<file path="config.mk">
export PLATFORM = sky130hd
export DESIGN_NAME = insencoder_flat
export DESIGN_NICKNAME = d
export VERILOG_FILES = /design/src/rtl/insencoder_pkg.sv /design/src/rtl/insencoder_if.sv /design/src/rtl/insencoder_pack.sv /design/src/rtl/insencoder.sv /design/src/flat_wrapper.sv
export SDC_FILE = /design/constraint.sdc
export NUM_CORES = 1
export LEC_CHECK = 0
export ABC_CLOCK_PERIOD_IN_PS = 1500
export CAP_MARGIN = 40
export CORE_ASPECT_RATIO = 1.25
export CORE_UTILIZATION = 45
export CTS_CLUSTER_SIZE = 12
export DETAILED_ROUTE_END_ITERATION = 12
export DONT_BUFFER_PORTS = 1
export SYNTH_ARGS = -nofsm -noshare
export SYNTH_HDL_FRONTEND = slang
export SYNTH_SLANG_ARGS = --single-unit
</file>
<file path="constraint.sdc">
create_clock -name clk -period 1.5 [get_ports clk]
set_clock_uncertainty 0.1 [all_clocks]
set_input_delay 0.3 -clock clk [delete_from_list [all_inputs] [get_ports clk]]
set_output_delay 0.3 -clock clk [all_outputs]
set_load 0.005 [all_outputs]
</file>
<file path="src/rtl/insencoder_pkg.sv">
// Shared MIPS field widths, format codes, NOP word and encoder state type.
// ST_PAD exists only when INSENC_NOP_PAD_EN is defined.
package mips_pkg;
    localparam int OP_W    = 6;
    localparam int REG_W   = 5;
    localparam int SA_W    = 5;
    localparam int FUNC_W  = 6;
    localparam int IMM_W   = 16;
    localparam int TGT_W   = 26;
    localparam int INSTR_W = 32;

    localparam logic [1:0] FMT_R   = 2'b00;
    localparam logic [1:0] FMT_I   = 2'b01;
    localparam logic [1:0] FMT_J   = 2'b10;
    localparam logic [1:0] FMT_BAD = 2'b11;

    localparam logic [INSTR_W-1:0] NOP = 32'h0000_0000;

    typedef enum logic [1:0] {
        ST_IDLE,
        ST_VALID,
`ifdef INSENC_NOP_PAD_EN
        ST_PAD,
`endif
        ST_DONE
    } state_t;
endpackage

</file>
<file path="src/rtl/insencoder_if.sv">
// Field-tuple input and instruction-word output handshakes of the encoder.
// master = tuple producer / word consumer, slave = encoder.
interface insencoder_if;
    import mips_pkg::*;
    logic                in_valid;
    logic                in_ready;
    logic [1:0]          fmt;
    logic [OP_W-1:0]     op;
    logic [REG_W-1:0]    rs, rt, rd;
    logic [SA_W-1:0]     sa;
    logic [FUNC_W-1:0]   func;
    logic [IMM_W-1:0]    immediate;
    logic [TGT_W-1:0]    target;
    logic                out_valid;
    logic                out_ready;
    logic [INSTR_W-1:0]  out_instr;
    logic [31:0]         out_addr;

    modport master (output in_valid, fmt, op, rs, rt, rd, sa, func, immediate, target, out_ready,
                    input  in_ready, out_valid, out_instr, out_addr);
    modport slave  (input  in_valid, fmt, op, rs, rt, rd, sa, func, immediate, target, out_ready,
                    output in_ready, out_valid, out_instr, out_addr);
endinterface

</file>
<file path="src/rtl/insencoder_pack.sv">
// Combinational R/I/J field packer: fields + fmt -> 32-bit word, plus illegal-format flag.
module insfield_pack
    import mips_pkg::*;
(
    input  logic [1:0]         i_fmt,
    input  logic [OP_W-1:0]    i_op,
    input  logic [REG_W-1:0]   i_rs,
    input  logic [REG_W-1:0]   i_rt,
    input  logic [REG_W-1:0]   i_rd,
    input  logic [SA_W-1:0]    i_sa,
    input  logic [FUNC_W-1:0]  i_func,
    input  logic [IMM_W-1:0]   i_imm,
    input  logic [TGT_W-1:0]   i_target,
    output logic [INSTR_W-1:0] o_word,
    output logic               o_bad
);
    always_comb begin
        o_word = NOP;
        o_bad  = 1'b0;
        case (i_fmt)
            FMT_R:   o_word = {i_op, i_rs, i_rt, i_rd, i_sa, i_func};
            FMT_I:   o_word = {i_op, i_rs, i_rt, i_imm};
            FMT_J:   o_word = {i_op, i_target};
            default: o_bad  = 1'b1;
        endcase
    end
endmodule

</file>
<file path="src/rtl/insencoder.sv">
// Packs MIPS field tuples into words streamed with imem byte addresses, bounded by DEPTH.
// Optional INSENC_NOP_PAD_EN: flush pads the remaining capacity with NOP words.
module insencoder
    import mips_pkg::*;
#(
    parameter  int          DEPTH     = 64,
    parameter  logic [31:0] BASE_ADDR = 32'h0000_0000,
    localparam int          CW        = $clog2(DEPTH + 1)
) (
    input  logic                clk,
    input  logic                reset,
    input  logic                start,
    input  logic                flush,
    insencoder_if.slave         bus,
    output logic [CW-1:0]       count,
    output logic                full,
    output logic                err,
    output logic                done
);
    state_t             r_state;
    logic               r_out_valid, r_full, r_err, r_done;
    logic [INSTR_W-1:0] r_out_instr;
    logic [31:0]        r_out_addr;
    logic [CW-1:0]      r_count;

    logic [INSTR_W-1:0] w_word, w_load_word;
    logic [31:0]        w_addr;
    logic [CW-1:0]      w_count_nx;
    logic               w_bad, w_accept, w_drain, w_load;
    logic               w_in_pad, w_pad_go, w_pad_load;

    insfield_pack u_pack (
        .i_fmt(bus.fmt), .i_op(bus.op), .i_rs(bus.rs), .i_rt(bus.rt), .i_rd(bus.rd),
        .i_sa(bus.sa), .i_func(bus.func), .i_imm(bus.immediate), .i_target(bus.target),
        .o_word(w_word), .o_bad(w_bad)
    );

`ifdef INSENC_NOP_PAD_EN
    localparam state_t ST_PAD_TGT = ST_PAD;
    logic r_flush_pend;

    assign w_in_pad   = (r_state == ST_PAD);
    // A flush seen while a word is pending is remembered until the output empties.
    assign w_pad_go   = !r_full && (flush || r_flush_pend) &&
                        (r_state == ST_IDLE || r_state == ST_VALID);
    assign w_pad_load = w_in_pad && !r_full && (!r_out_valid || bus.out_ready) && !start;

    always_ff @(posedge clk or posedge reset) begin
        if (reset)      r_flush_pend <= 1'b0;
        else if (start) r_flush_pend <= 1'b0;
        else            r_flush_pend <= w_pad_go;
    end
`else
    localparam state_t ST_PAD_TGT = ST_IDLE;
    logic w_unused_flush;

    assign w_unused_flush = flush;
    assign w_in_pad       = 1'b0;
    assign w_pad_go       = 1'b0;
    assign w_pad_load     = 1'b0;
`endif

    assign bus.in_ready = (!r_out_valid || bus.out_ready) && !r_full && !start && !w_in_pad;
    assign w_accept     = bus.in_valid && bus.in_ready;
    assign w_drain      = r_out_valid && bus.out_ready;
    assign w_load       = (w_accept && !w_bad) || w_pad_load;
    assign w_load_word  = w_pad_load ? NOP : w_word;
    assign w_addr       = BASE_ADDR + (32'(r_count) << 2);
    assign w_count_nx   = r_count + CW'(1);

    always_ff @(posedge clk or posedge reset) begin
        if (reset) begin
            r_state     <= ST_IDLE;
            r_out_valid <= 1'b0;
            r_out_instr <= '0;
            r_out_addr  <= BASE_ADDR;
            r_count     <= '0;
            r_full      <= 1'b0;
            r_err       <= 1'b0;
            r_done      <= 1'b0;
        end else if (start) begin
            r_state     <= ST_IDLE;
            r_out_valid <= 1'b0;
            r_count     <= '0;
            r_full      <= 1'b0;
            r_err       <= 1'b0;
            r_done      <= 1'b0;
        end else begin
            r_err <= w_accept && w_bad;
            // A load also covers the drain of the previous word on the same edge.
            if (w_load) begin
                r_out_instr <= w_load_word;
                r_out_addr  <= w_addr;
                r_out_valid <= 1'b1;
                r_count     <= w_count_nx;
                r_full      <= (w_count_nx == CW'(DEPTH));
                if (!w_in_pad) r_state <= ST_VALID;
            end else if (w_drain) begin
                r_out_valid <= 1'b0;
                if (r_full) begin
                    r_state <= ST_DONE;
                    r_done  <= 1'b1;
                end else if (w_in_pad || w_pad_go) begin
                    r_state <= ST_PAD_TGT;
                end else begin
                    r_state <= ST_IDLE;
                end
            end else if (r_state == ST_IDLE && w_pad_go) begin
                r_state <= ST_PAD_TGT;
            end
        end
    end

    assign bus.out_valid = r_out_valid;
    assign bus.out_instr = r_out_instr;
    assign bus.out_addr  = r_out_addr;
    assign count         = r_count;
    assign full          = r_full;
    assign err           = r_err;
    assign done          = r_done;
endmodule

</file>
<file path="src/flat_wrapper.sv">
// flat-port wrapper written by rule: the top's interface ports become plain ports
module insencoder_flat import mips_pkg::*;
#(
    parameter  int          DEPTH     = 64,
    parameter  logic [31:0] BASE_ADDR = 32'h0000_0000,
    localparam int          CW        = $clog2(DEPTH + 1)
)
  (clk, reset, start, flush, count, full, err, done, bus_in_valid, bus_fmt, bus_op, bus_rs, bus_rt, bus_rd, bus_sa, bus_func, bus_immediate, bus_target, bus_out_ready, bus_in_ready, bus_out_valid, bus_out_instr, bus_out_addr);
  insencoder_if bus_i ();
  input  logic clk;
  input  logic reset;
  input  logic start;
  input  logic flush;
  output logic [CW-1:0] count;
  output logic full;
  output logic err;
  output logic done;
  input wire logic [$bits(bus_i.in_valid)-1:0] bus_in_valid;
  input wire logic [$bits(bus_i.fmt)-1:0] bus_fmt;
  input wire logic [$bits(bus_i.op)-1:0] bus_op;
  input wire logic [$bits(bus_i.rs)-1:0] bus_rs;
  input wire logic [$bits(bus_i.rt)-1:0] bus_rt;
  input wire logic [$bits(bus_i.rd)-1:0] bus_rd;
  input wire logic [$bits(bus_i.sa)-1:0] bus_sa;
  input wire logic [$bits(bus_i.func)-1:0] bus_func;
  input wire logic [$bits(bus_i.immediate)-1:0] bus_immediate;
  input wire logic [$bits(bus_i.target)-1:0] bus_target;
  input wire logic [$bits(bus_i.out_ready)-1:0] bus_out_ready;
  output wire logic [$bits(bus_i.in_ready)-1:0] bus_in_ready;
  output wire logic [$bits(bus_i.out_valid)-1:0] bus_out_valid;
  output wire logic [$bits(bus_i.out_instr)-1:0] bus_out_instr;
  output wire logic [$bits(bus_i.out_addr)-1:0] bus_out_addr;
  assign bus_i.in_valid = bus_in_valid;
  assign bus_i.fmt = bus_fmt;
  assign bus_i.op = bus_op;
  assign bus_i.rs = bus_rs;
  assign bus_i.rt = bus_rt;
  assign bus_i.rd = bus_rd;
  assign bus_i.sa = bus_sa;
  assign bus_i.func = bus_func;
  assign bus_i.immediate = bus_immediate;
  assign bus_i.target = bus_target;
  assign bus_i.out_ready = bus_out_ready;
  assign bus_in_ready = bus_i.in_ready;
  assign bus_out_valid = bus_i.out_valid;
  assign bus_out_instr = bus_i.out_instr;
  assign bus_out_addr = bus_i.out_addr;
  insencoder #(.DEPTH(DEPTH), .BASE_ADDR(BASE_ADDR)) u_core (.clk(clk), .reset(reset), .start(start), .flush(flush), .bus(bus_i), .count(count), .full(full), .err(err), .done(done));
endmodule
</file>
==> impl_results.md <==
* First drt pass iteration count at 8
* Global placement routability congestion at between 0.7 and 0.8
* Final ANT Viol Nets at 0
* Area grow syn2layout at 10.5%
* Largest net degree at the start of global routing at just over 50
* Total number of vias at between 1500 and 2000
* WP data required at 1100 ps
* RSZ-0062 raised after global routing: true
* Vias in the first global route at 1700
* Post-Synthesis Cells at 272
* Area of the die at ~6000 µm²
* FMAX at between 600 and 700 MHz
* EDFF count, synth at 0
* Setup Slack @ Placement at -104 ps
* Avg Inst Size Synth at roughly 9.7 µm²
* PortBufs at 0
* H-tree depth at 2
* Failing checks: design-rule violations, negative setup slack
* Starting density of the core at roughly 48%
* Crit path capture type: output port
* Startpoint Class: flip-flop
* Clock latency on the worst-skew pair at between 200 and 300 ps
* Status: complete, but fails checks
* Cell area power density at between 1000 and 1500 nW/µm²
* Unique masters post-synth at 34
* Ranking of synthesized cells by area: dfrtp_1, buf_4, mux2i_1
* Min Clock Period, post-route at ~1500 ps
* Yosys top cell by area: dfrtp_1
* Synthesized area at between 2000 and 3000 µm²
* Synth top cells by count: dfrtp_1, nand2_1, o21ai_0, a21oi_1, buf_4
* Fraction of registers with async set/reset at 100%
* Pleak at 1.40 nW
* Final Slew Violations at 0
* Total CTS buffers at 5
* WL/cell at roughly 15 µm
* Seq/Total Area, Yosys at between 40% and 50%
* DRC Markers at 23
* Core area at 5560 µm²
* Synth warn at 0
* Io pins at between 150 and 200
* Crit-path max FO at 3
* Antenna diodes at 0
* Routed vias/inst at about 5.3
* Share of cells above drive strength 1 at 18.4%
* CTS root buffer: clkbuf_8
* Final wirelength at 5310 µm
* Kind of critical path: flip-flop to output port
* Endpoints failing setup at 2
* TritonCTS clock tree: yes
* Top-area cell type share of the netlist area at 47.4%
* Final period util at 102%
* Fin. Hold Viols at 0
* Final worst setup slack at -31.1 ps
* Die width at about 71 µm
* Gr ovfl total at 0
* Clock Path Buffers at 2
* Most common flop cell mapped by yosys: dfrtp_1
* Post-DP HPWL at 3890 µm
* Global Route Usage Sum at 17.2%
* Top-count cell post-synth: dfrtp_1
* MaxCap Viol Count at 0
* Final nets at ~370
* Die Span Y at roughly 90 µm
* Iter 0 DRT Violations at ~150
* Global-route wire length before repair at approximately 8300 µm
* Initial antenna violation count at 0
* Worst IR Drop VDD at around 0.00058 V
* Reg clk slew, reported paths at roughly 90 ps
* Worst path arrival time at 1130 ps
* Flops & latches, synth at 50
* Std-Cell Rows at 30
* Post-route setup TNS at -56.2 ps
* Sink Count at 50
* Type of the worst min-delay path: input port to flip-flop
==> state kept, by name, indices dropped and copies added, names as in the netlist <==
register	flops
u_core.bus.out_instr	32
u_core.bus.out_addr	7
u_core.count	7
u_core.bus.out_valid	1
u_core.done	1
u_core.err	1
u_core.full	1
==> metrics by stage <==
| stage | utilization (%) | hold slack [ps] | cell area [µm²] | std cells | total power, mW |
|---|---|---|---|---|---|
| floorplan | - | 242 | 2740 | 296 | 2.02 |
| finish | 52.5 | 49.5 | 2920 | 346 | 2.99 |
| detailed placement | 48.7 | 163 | 2710 | 335 | 2.08 |
| global placement | 48.7 | 159 | 2710 | 335 | 2.06 |
| global route | 52.5 | 34.5 | 2920 | 346 | 3.15 |
| CTS | 51.5 | 1.14 | 2860 | 345 | 3.02 |
==> final timing paths <==
kind,from,to,slack (ps),cells past startpoint
hold reg to reg,u_core.bus.out_instr[12],u_core.bus.out_instr[12],420,2
setup / recovery,u_core.bus.out_valid,bus_in_ready,-30,3
hold / removal,bus_op[2],u_core.bus.out_instr[28],50,1
setup reg to reg,u_core.count[0],u_core.full,-30,4
min in group asynchronous,reset,u_core.bus.out_instr[14],430,3
max in group asynchronous,reset,u_core.count[0],600,3
==> worst max-delay path, cell delays in order, from the launching register on <==
cell and delay [ps]:
dfrtp_1 420, nand2b_1 170, and2_4 170, buf_6 80
==> cells by family (layout without fill, tap and decap cells) <==
kind of cell    Yosys count  count (layout)  share of synthesized area, %
mux                      31              31                          12.4
buf+inv                  44              30                          10.3
flops                    50              50                          47.4
xor+xnor                  4               4                          1.33
fa+ha+maj                 2               2                         0.948
compound gates           65              65                          13.6
other cells               1              25                         0.142
simple gates             75              75                          13.9
==> final cells by class <==
class / instances / area, µm²
Fill cell: 516 / 2640
Sequential cell: 50 / 1250
Timing Repair Buffer: 19 / 199
Tap cell: 64 / 80.1
Inverter: 3 / 15.0
Clock buffer: 5 / 68.8
Multi-Input combinational cell: 202 / 1260
Clock inverter: 3 / 40.0
==> layer usage <==
layer / wire [µm] / GRT usage (%)
met5: 0 / 0
met2: 2770 / 31.2
met1: 2080 / 19.7
met4: 48 / 5.57
met3: 409 / 4.72
==> cells in the final DEF, fill, tap and decap left out, types with 2 or more instances in the layout <==
cell type      synthesis  layout
a211oi_2               1       2
nand3_1                3       3
dlygate4sd3_1          0       3
clkinv_2               0       2
o2bb2ai_1              2       2
mux2_2                13      12
dfrtp_1               50      49
nand2_1               28      28
o21ai_1                1       4
buf_4                 26      11
a21oi_1               26      26
a21o_1                 2       2
nand3b_1               2       2
buf_12                 0       3
mux2i_1               18      18
clkbuf_8               0       5
nor2_1                20      19
xor2_1                 3       2
conb_1                 1      25
and3_2                 2       2
inv_1                  3       2
nor2b_1               13      12
o21ai_0               28      25
==> timing repair <==
item,in CTS,in global routing
resized for setup,6,13
hold buffers,2,1
buffers inserted,0,0
cloned,0,0
pin swaps,2,1
endpoints found under the setup margin,3,19
endpoints found under the hold margin,51,1
==> report_power, final <==
group          switching, mW  internal (mW)
sequential             0.144           1.52
clock                  0.431          0.491
combinational          0.205          0.191
total                  0.780           2.21
Power figures use the tool's default switching activity.
